## src/rtl/chroma_button_cmd.sv

```systemverilog
// chroma_button_cmd: turns raw up/down/mode push-buttons into clean up/down command
// pulses with hold-to-repeat, plus the chroma/tone mode selection lines.
module chroma_button_cmd #(
   parameter int DEB_CYCLES    = 500000,
   parameter int HOLD_CYCLES   = 25000000,
   parameter int REPEAT_CYCLES = 5000000,
   parameter int CNT_W         = 25
) (
   input  logic       clk,
   input  logic       reset,
   input  logic       btn_up_raw,
   input  logic       btn_down_raw,
   input  logic       btn_mode_raw,
   output logic       up_pulse,
   output logic       down_pulse,
   output logic       tono_sel,
   output logic       color_sel,
   output logic       lp_sel,
   output logic [1:0] mode_o
);
   typedef enum logic [1:0] {IDLE, TONO, COLOR_L, COLOR_P} mode_t;
   localparam logic [CNT_W-1:0] DEB_LAST  = CNT_W'(DEB_CYCLES - 1);
   localparam logic [CNT_W-1:0] HOLD_LAST = CNT_W'(HOLD_CYCLES - 1);
   localparam logic [CNT_W-1:0] REP_LAST  = CNT_W'(REPEAT_CYCLES - 1);
   // Button vectors are indexed 0 = up, 1 = down, 2 = mode.
   logic [2:0]            s1_q, s2_q, deb_q, deb_d, prev_q, rise;
   logic [2:0][CNT_W-1:0] deb_cnt_q, deb_cnt_d;
   logic [1:0]            lock_q, lock_d, hold_q, hold_d, rep_q, rep_d, due, fire;
   logic [1:0][CNT_W-1:0] hcnt_q, hcnt_d;
   logic [1:0]            pulse_q;
   logic [2:0]            sel_q, sel_d;
   logic                  both, active;
   mode_t                 mode_q, mode_d;
   always_comb begin
      for (int i = 0; i < 3; i++) begin
         deb_d[i]     = deb_q[i];
         deb_cnt_d[i] = '0;
         if (s2_q[i] != deb_q[i]) begin
            if (deb_cnt_q[i] == DEB_LAST) deb_d[i] = s2_q[i];
            else deb_cnt_d[i] = deb_cnt_q[i] + 1'b1;
         end
      end
   end
   assign rise   = deb_q & ~prev_q;
   assign both   = deb_q[0] & deb_q[1];
   assign active = mode_q != IDLE;
   assign mode_d = !rise[2] ? mode_q : (mode_q == COLOR_P) ? TONO : mode_t'(mode_q + 2'd1);
   assign sel_d  = {mode_d == TONO, mode_d == COLOR_L || mode_d == COLOR_P, mode_d == COLOR_L};
   // A direction is locked while held together with the other one or across a mode press;
   // the lock only drops once that direction is released.
   always_comb begin
      for (int d = 0; d < 2; d++) begin
         lock_d[d] = deb_q[d] & (lock_q[d] | both | rise[2]);
         due[d]    = hold_q[d] & (hcnt_q[d] == (rep_q[d] ? REP_LAST : HOLD_LAST));
         fire[d]   = deb_q[d] & ~lock_d[d] & active & (rise[d] | due[d]);
         hold_d[d] = deb_q[d] & ~lock_d[d] & active & (fire[d] | hold_q[d]);
         rep_d[d]  = hold_d[d] & (fire[d] ? hold_q[d] : rep_q[d]);
         hcnt_d[d] = (hold_d[d] & ~fire[d]) ? hcnt_q[d] + 1'b1 : '0;
      end
   end
   always_ff @(posedge clk) begin
      if (reset) begin
         s1_q      <= '0;
         s2_q      <= '0;
         deb_q     <= '0;
         prev_q    <= '0;
         deb_cnt_q <= '0;
         lock_q    <= '0;
         hold_q    <= '0;
         rep_q     <= '0;
         hcnt_q    <= '0;
         pulse_q   <= '0;
         sel_q     <= '0;
         mode_q    <= IDLE;
      end else begin
         s1_q      <= {btn_mode_raw, btn_down_raw, btn_up_raw};
         s2_q      <= s1_q;
         deb_q     <= deb_d;
         prev_q    <= deb_q;
         deb_cnt_q <= deb_cnt_d;
         lock_q    <= lock_d;
         hold_q    <= hold_d;
         rep_q     <= rep_d;
         hcnt_q    <= hcnt_d;
         pulse_q   <= fire;
         sel_q     <= sel_d;
         mode_q    <= mode_d;
      end
   end
   assign up_pulse   = pulse_q[0];
   assign down_pulse = pulse_q[1];
   assign tono_sel   = sel_q[2];
   assign color_sel  = sel_q[1];
   assign lp_sel     = sel_q[0];
   assign mode_o     = mode_q;
endmodule

```

## config.mk

```make
export PLATFORM = sky130hd
export DESIGN_NAME = chroma_button_cmd
export DESIGN_NICKNAME = d
export VERILOG_FILES = /design/src/rtl/chroma_button_cmd.sv
export SDC_FILE = /design/constraint.sdc
export NUM_CORES = 1
export LEC_CHECK = 0
export ABC_AREA = 0
export CORE_ASPECT_RATIO = 0.5
export CORE_MARGIN = 3
export CORE_UTILIZATION = 36
export CTS_CLUSTER_SIZE = 24
export DETAILED_ROUTE_END_ITERATION = 8
export SLEW_MARGIN = 15
export SYNTH_ARGS = -nofsm -noshare
export SYNTH_HDL_FRONTEND = slang
export SYNTH_SLANG_ARGS = --single-unit
```

## constraint.sdc

```tcl
create_clock -name clk -period 2.38 [get_ports clk]
set_input_delay 0.714 -clock clk [delete_from_list [all_inputs] [get_ports clk]]
set_output_delay 0.714 -clock clk [all_outputs]
set_load 0.03 [all_outputs]
```

Word level (Yosys, flattened, before mapping)
Cells that the tools add are included.

cells by class
  add/sub/neg operators = 6
  equality and inequality tests = 12
  mux-type cells = 6
  bitwise operators = 36
  reductions and logical operators = 10

operator list
  kind                                                                number
  25-bit by 1-bit adder with 25-bit output (second input constant)    5
  25-bit by 19-bit == test with 1-bit output (second input constant)  3
  25-bit == test                                                      2
  25-bit 2-to-1 mux                                                   2
  1-bit bitwise AND                                                   17
  1-bit inverter                                                      9
  3-bit OR reduction                                                  3
  1-bit bitwise OR                                                    8
  2-bit == test (second input constant)                               3
  2-bit AND reduction                                                 3
  2-bit 2-to-1 mux                                                    2
  2-bit OR reduction                                                  2
  3-bit bitwise AND                                                   1
  1-bit != test                                                       3
  3-bit inverter                                                      1
  2-bit by 1-bit adder with 2-bit output (second input constant)      1
  2-bit by 1-bit == test with 1-bit output (second input constant)    1
  1-bit 2-to-1 mux                                                    2
  2-bit nonzero test                                                  1
  1-bit logical OR                                                    1

word-level totals
  flip-flop bits (word level) = 150
  output and inout port bits = 7

Depth between registers and ports, before layout
  depth after elaboration = 13
  gate-level depth with buffers = 8
  mapped depth without buffers = 6

Least setup slack after synthesis
No wires, ideal clock.

  kind = input -> register
  start point = input port reset
  end point = register hcnt_q[44] (netlist bit)
  arrival = 1,723 ps
  required time = 2,265 ps
  setup slack = 542 ps
  stages on the path = 7
  buffers on the path = 2
  cells stage by stage = clkbuf_1 -> nor2b_1 -> and4bb_2 -> and3b_1 -> nand2_2 -> buf_6 -> nor2_1

on the way
  cells in the longest elaborated chain, start to end = 1

RTL lines
  item                          RTL line  RTL
  start, declared               10        input logic reset,
  2-bit OR reduction (no line)  n/a
  end signal, assigned          84        hcnt_q <= hcnt_d;
  end, declared                 29        logic [1:0][CNT_W-1:0] hcnt_q, hcnt_d;

Every way passes these cells.
A chain may end at the register's enable or synchronous reset.

Final worst setup path
  start point = register mode_q[0], in the netlist mode_o[0]
  end point = output port mode_o[0]

RTL lines
  item                    RTL line  RTL
  start, declared         33        mode_t mode_q, mode_d;
  start signal, assigned  87        mode_q <= mode_d;
  end, declared           19        output logic [1:0] mode_o

No word-level cell between the ends.

==> impl_metrics.env <==
export IMPL_synth_async_reset_ratio_pct=0
export IMPL_holdBufCountCts=0
export IMPL_cts_max_path_buffers=2
export IMPL_slew_headroom_pct=54.6
export IMPL_synthCells=726
export IMPL_clkTransAtPathRegs_ns=0.06
export IMPL_worstSkewPairLatency_ns=0.41
export IMPL_final_common_cell="nor2_1"
export IMPL_die_x_um=196
export IMPL_synth_fa_ha_area_share_pct=1.35
export IMPL_fin_hold_ws_ns=0.440
export IMPL_synth_xor_area_share_pct=15.9
export IMPL_grt_pass1_vias=4604
export IMPL_dieArea_um2=19800
export IMPL_n_antenna_cell=0
export IMPL_vias=4797
export IMPL_routed_via_density=4.85
export IMPL_postRouteAntennaNets=0
export IMPL_ys_ff_latch=150
export IMPL_hpwl_mm=7.84
export IMPL_syn_nets=738
export IMPL_portBuffers=11
export IMPL_synth_top_cell_by_area="dfxtp_1"
export IMPL_power_total_mw=5.15
export IMPL_hold_class="flip-flop to flip-flop"
export IMPL_wl_mm=11.6
export IMPL_synth_edf_count=0
export IMPL_cp_num_buf_inv=1
export IMPL_cp_slowest_cell="clkdlybuf4s50_1"
export IMPL_path_max_fanout=4
export IMPL_skew_ns=0.00798
export IMPL_rows=33
export IMPL_critPathMaxStageDelay_ns=0.69
export IMPL_place_gp_congestion=0.765
export IMPL_yosysTopAreaCellShare_pct=46.3
export IMPL_setup_worst_path_start_class="flip-flop"
export IMPL_htreeDepth=4
export IMPL_cap_violations=0
export IMPL_p_sw_mw=1.05
export IMPL_cts_made_buffers=17
export IMPL_synth_compound_area_share_pct=1.72
export IMPL_slew_violations=0
export IMPL_ys_seq_area_share_pct=46.3
export IMPL_setup_worst_path_class="flip-flop to output pin"
export IMPL_synthSimpleGateAreaFrac_pct=31.2
export IMPL_leakage_nw=2.41
export IMPL_clock_sinks=150
export IMPL_drive_gt1_share_pct=7.61
export IMPL_setup_tns_ns=0
export IMPL_post_cts_buffers=0
export IMPL_finalCritPeriodShare_pct=91.9
export IMPL_crit_family="buffers and inverters"
export IMPL_power_frac_comb_pct=0.6
export IMPL_drt_first_pass_iters=4
export IMPL_status="finished clean"
export IMPL_dp_cells=957
export IMPL_final_cell_mix="nor2_1 (159), dfxtp_1 (150), xor2_1 (77), nand3_1 (56), nand2_1 (49)"
export IMPL_grt_use_total_pct=12.5
export IMPL_post_place_ws_ns=0.0144
export IMPL_grt_overflow=0
export IMPL_start_util_pct=38.1
export IMPL_power_clock_fraction_pct=50.5
export IMPL_stdcell_area_um2=7430
export IMPL_grt_pass1_wl_mm=20.8
export IMPL_grt_max_degree=26
export IMPL_synth_area_leaders="dfxtp_1 (46%), xor2_1 (10%), nor2_1 (9.2%)"
export IMPL_cts_tree="done"
export IMPL_syn_to_final_growth_pct=14.6
export IMPL_critPathRequiredTime_ns=1.67
export IMPL_place_area_um2=6850
export IMPL_final_core_util_pct=43.7
export IMPL_chipHeight_um=101
export IMPL_synth_top_family_by_area="simple AND/OR/NAND/NOR gates"
export IMPL_ys_types=44
export IMPL_sw_frac_of_total_pct=20.3
export IMPL_fmax_ghz=0.457
export IMPL_setup_slack_ns=0.193
export IMPL_tightest_slew_ns=0.663
export IMPL_grt_antenna_before_repair=0
export IMPL_syn_area_um2=6480
export IMPL_setup_violations=0
export IMPL_ir_drop_mv=0.496
export IMPL_core_um2=17000
export IMPL_drc_errors=0
export IMPL_fin_cells=989
export IMPL_drt_initial_drc_count=250
export IMPL_p_int_mw=4.10
export IMPL_syn_avg_cell_area_um2=8.93
export IMPL_synthMuxAreaShare_pct=0.463
export IMPL_cp_data_arrival_time_ns=1.47
export IMPL_seqPwrFrac_pct=48.9
export IMPL_io_pins=12
export IMPL_post_drt_wl_per_cell_um=11.7
export IMPL_period_needed_ns=2.19
export IMPL_post_cts_resized=0
export IMPL_hold_viol_final=0
export IMPL_clock_root_buffer="clkbuf_16"
export IMPL_synth_ff_type="dfxtp_1"
export IMPL_nets=761
export IMPL_cp_end_kind="output pin"
export IMPL_worstPathCellList="clkdlybuf4s50_1"
export IMPL_rsz0062_at_grt="no"
export IMPL_p_per_area_nw_per_um2=693
export IMPL_synth_warning_count=0
==> worst paths after layout <==
| kind | end | slack [ns] | cells past startpoint | startpoint |
|---|---|---|---|---|
| setup / recovery | mode_o[0] | 0.19 | 1 | mode_o[0] |
| hold reg to reg | s2_q[2] | 0.44 | 1 | s1_q[2] |
| hold / removal | s2_q[2] | 0.44 | 1 | s1_q[2] |
| setup reg to reg | hcnt_q[41] | 0.28 | 5 | hcnt_q[41] |
==> routing by layer <==
layer	routed length, µm	part of all wire [%]	track usage, %
met1	6010	52	16.2
met2	5230	45	20.8
met5	0	0	0
met4	110	0.95	4.43
met3	252	2.2	2.70
==> cells in the mapped netlist (4+ instances only) <==
cell type and instances:
nand2_1 49, and2_1 6, nor4b_1 6, nor2b_1 12
and3_1 15, inv_1 14, nand3_1 56, xor2_1 77
dfxtp_1 150, ha_1 7, or3_1 5, or2_2 4
nand4_1 30, nor4_1 15, clkbuf_1 10, and4_1 9
nor4_2 6, nor2_1 159, nor3_1 10, xnor2_1 41
buf_6 5
==> worst register-to-register path, cell delays in order, from the launching register on <==
cell and delay, ns:
dfxtp_1 0.44, inv_1 0.08, or4_1 0.54, a2111o_1 0.42
nand2_2 0.37, nor2_1 0.12
==> area by class of cell <==
type,count,area (µm²)
clock buffer,21,450
clock inverter,11,128
fill,1670,9580
inverter,14,52.6
multi-input combinational,541,3280
sequential,150,3000
tap,227,284
timing repair buffer,25,228
==> logic make-up after synthesis <==
kind of cell,Yosys count
and+or+nand+nor,399
DFF,150
xor gates and xnor gates,118
buffers and inverters,35
AOI/OAI and AO/OA,14
adders and majority gates,7
muxes,3
==> power groups by stage <==
stage	registers, mW	clock network, mW	logic, mW
after global routing	2.52	2.78	0.0360
after CTS	2.52	2.67	0.0324
after global placement	2.58	0	0.0317
final	2.52	2.60	0.0317
after detailed placement	2.58	0	0.0322
after floorplan	2.58	0	0.0233
==> registers in the layout, indices dropped and copies added (netlist names) <==
signal,count
mode_o,2
deb_cnt_q,75
s1_q,3
hcnt_q,50
deb_q,3
lock_q,2
pulse_q,2
hold_q,2
prev_q,3
sel_q,3
s2_q,3
rep_q,2
(Power assumes the default switching activity.)
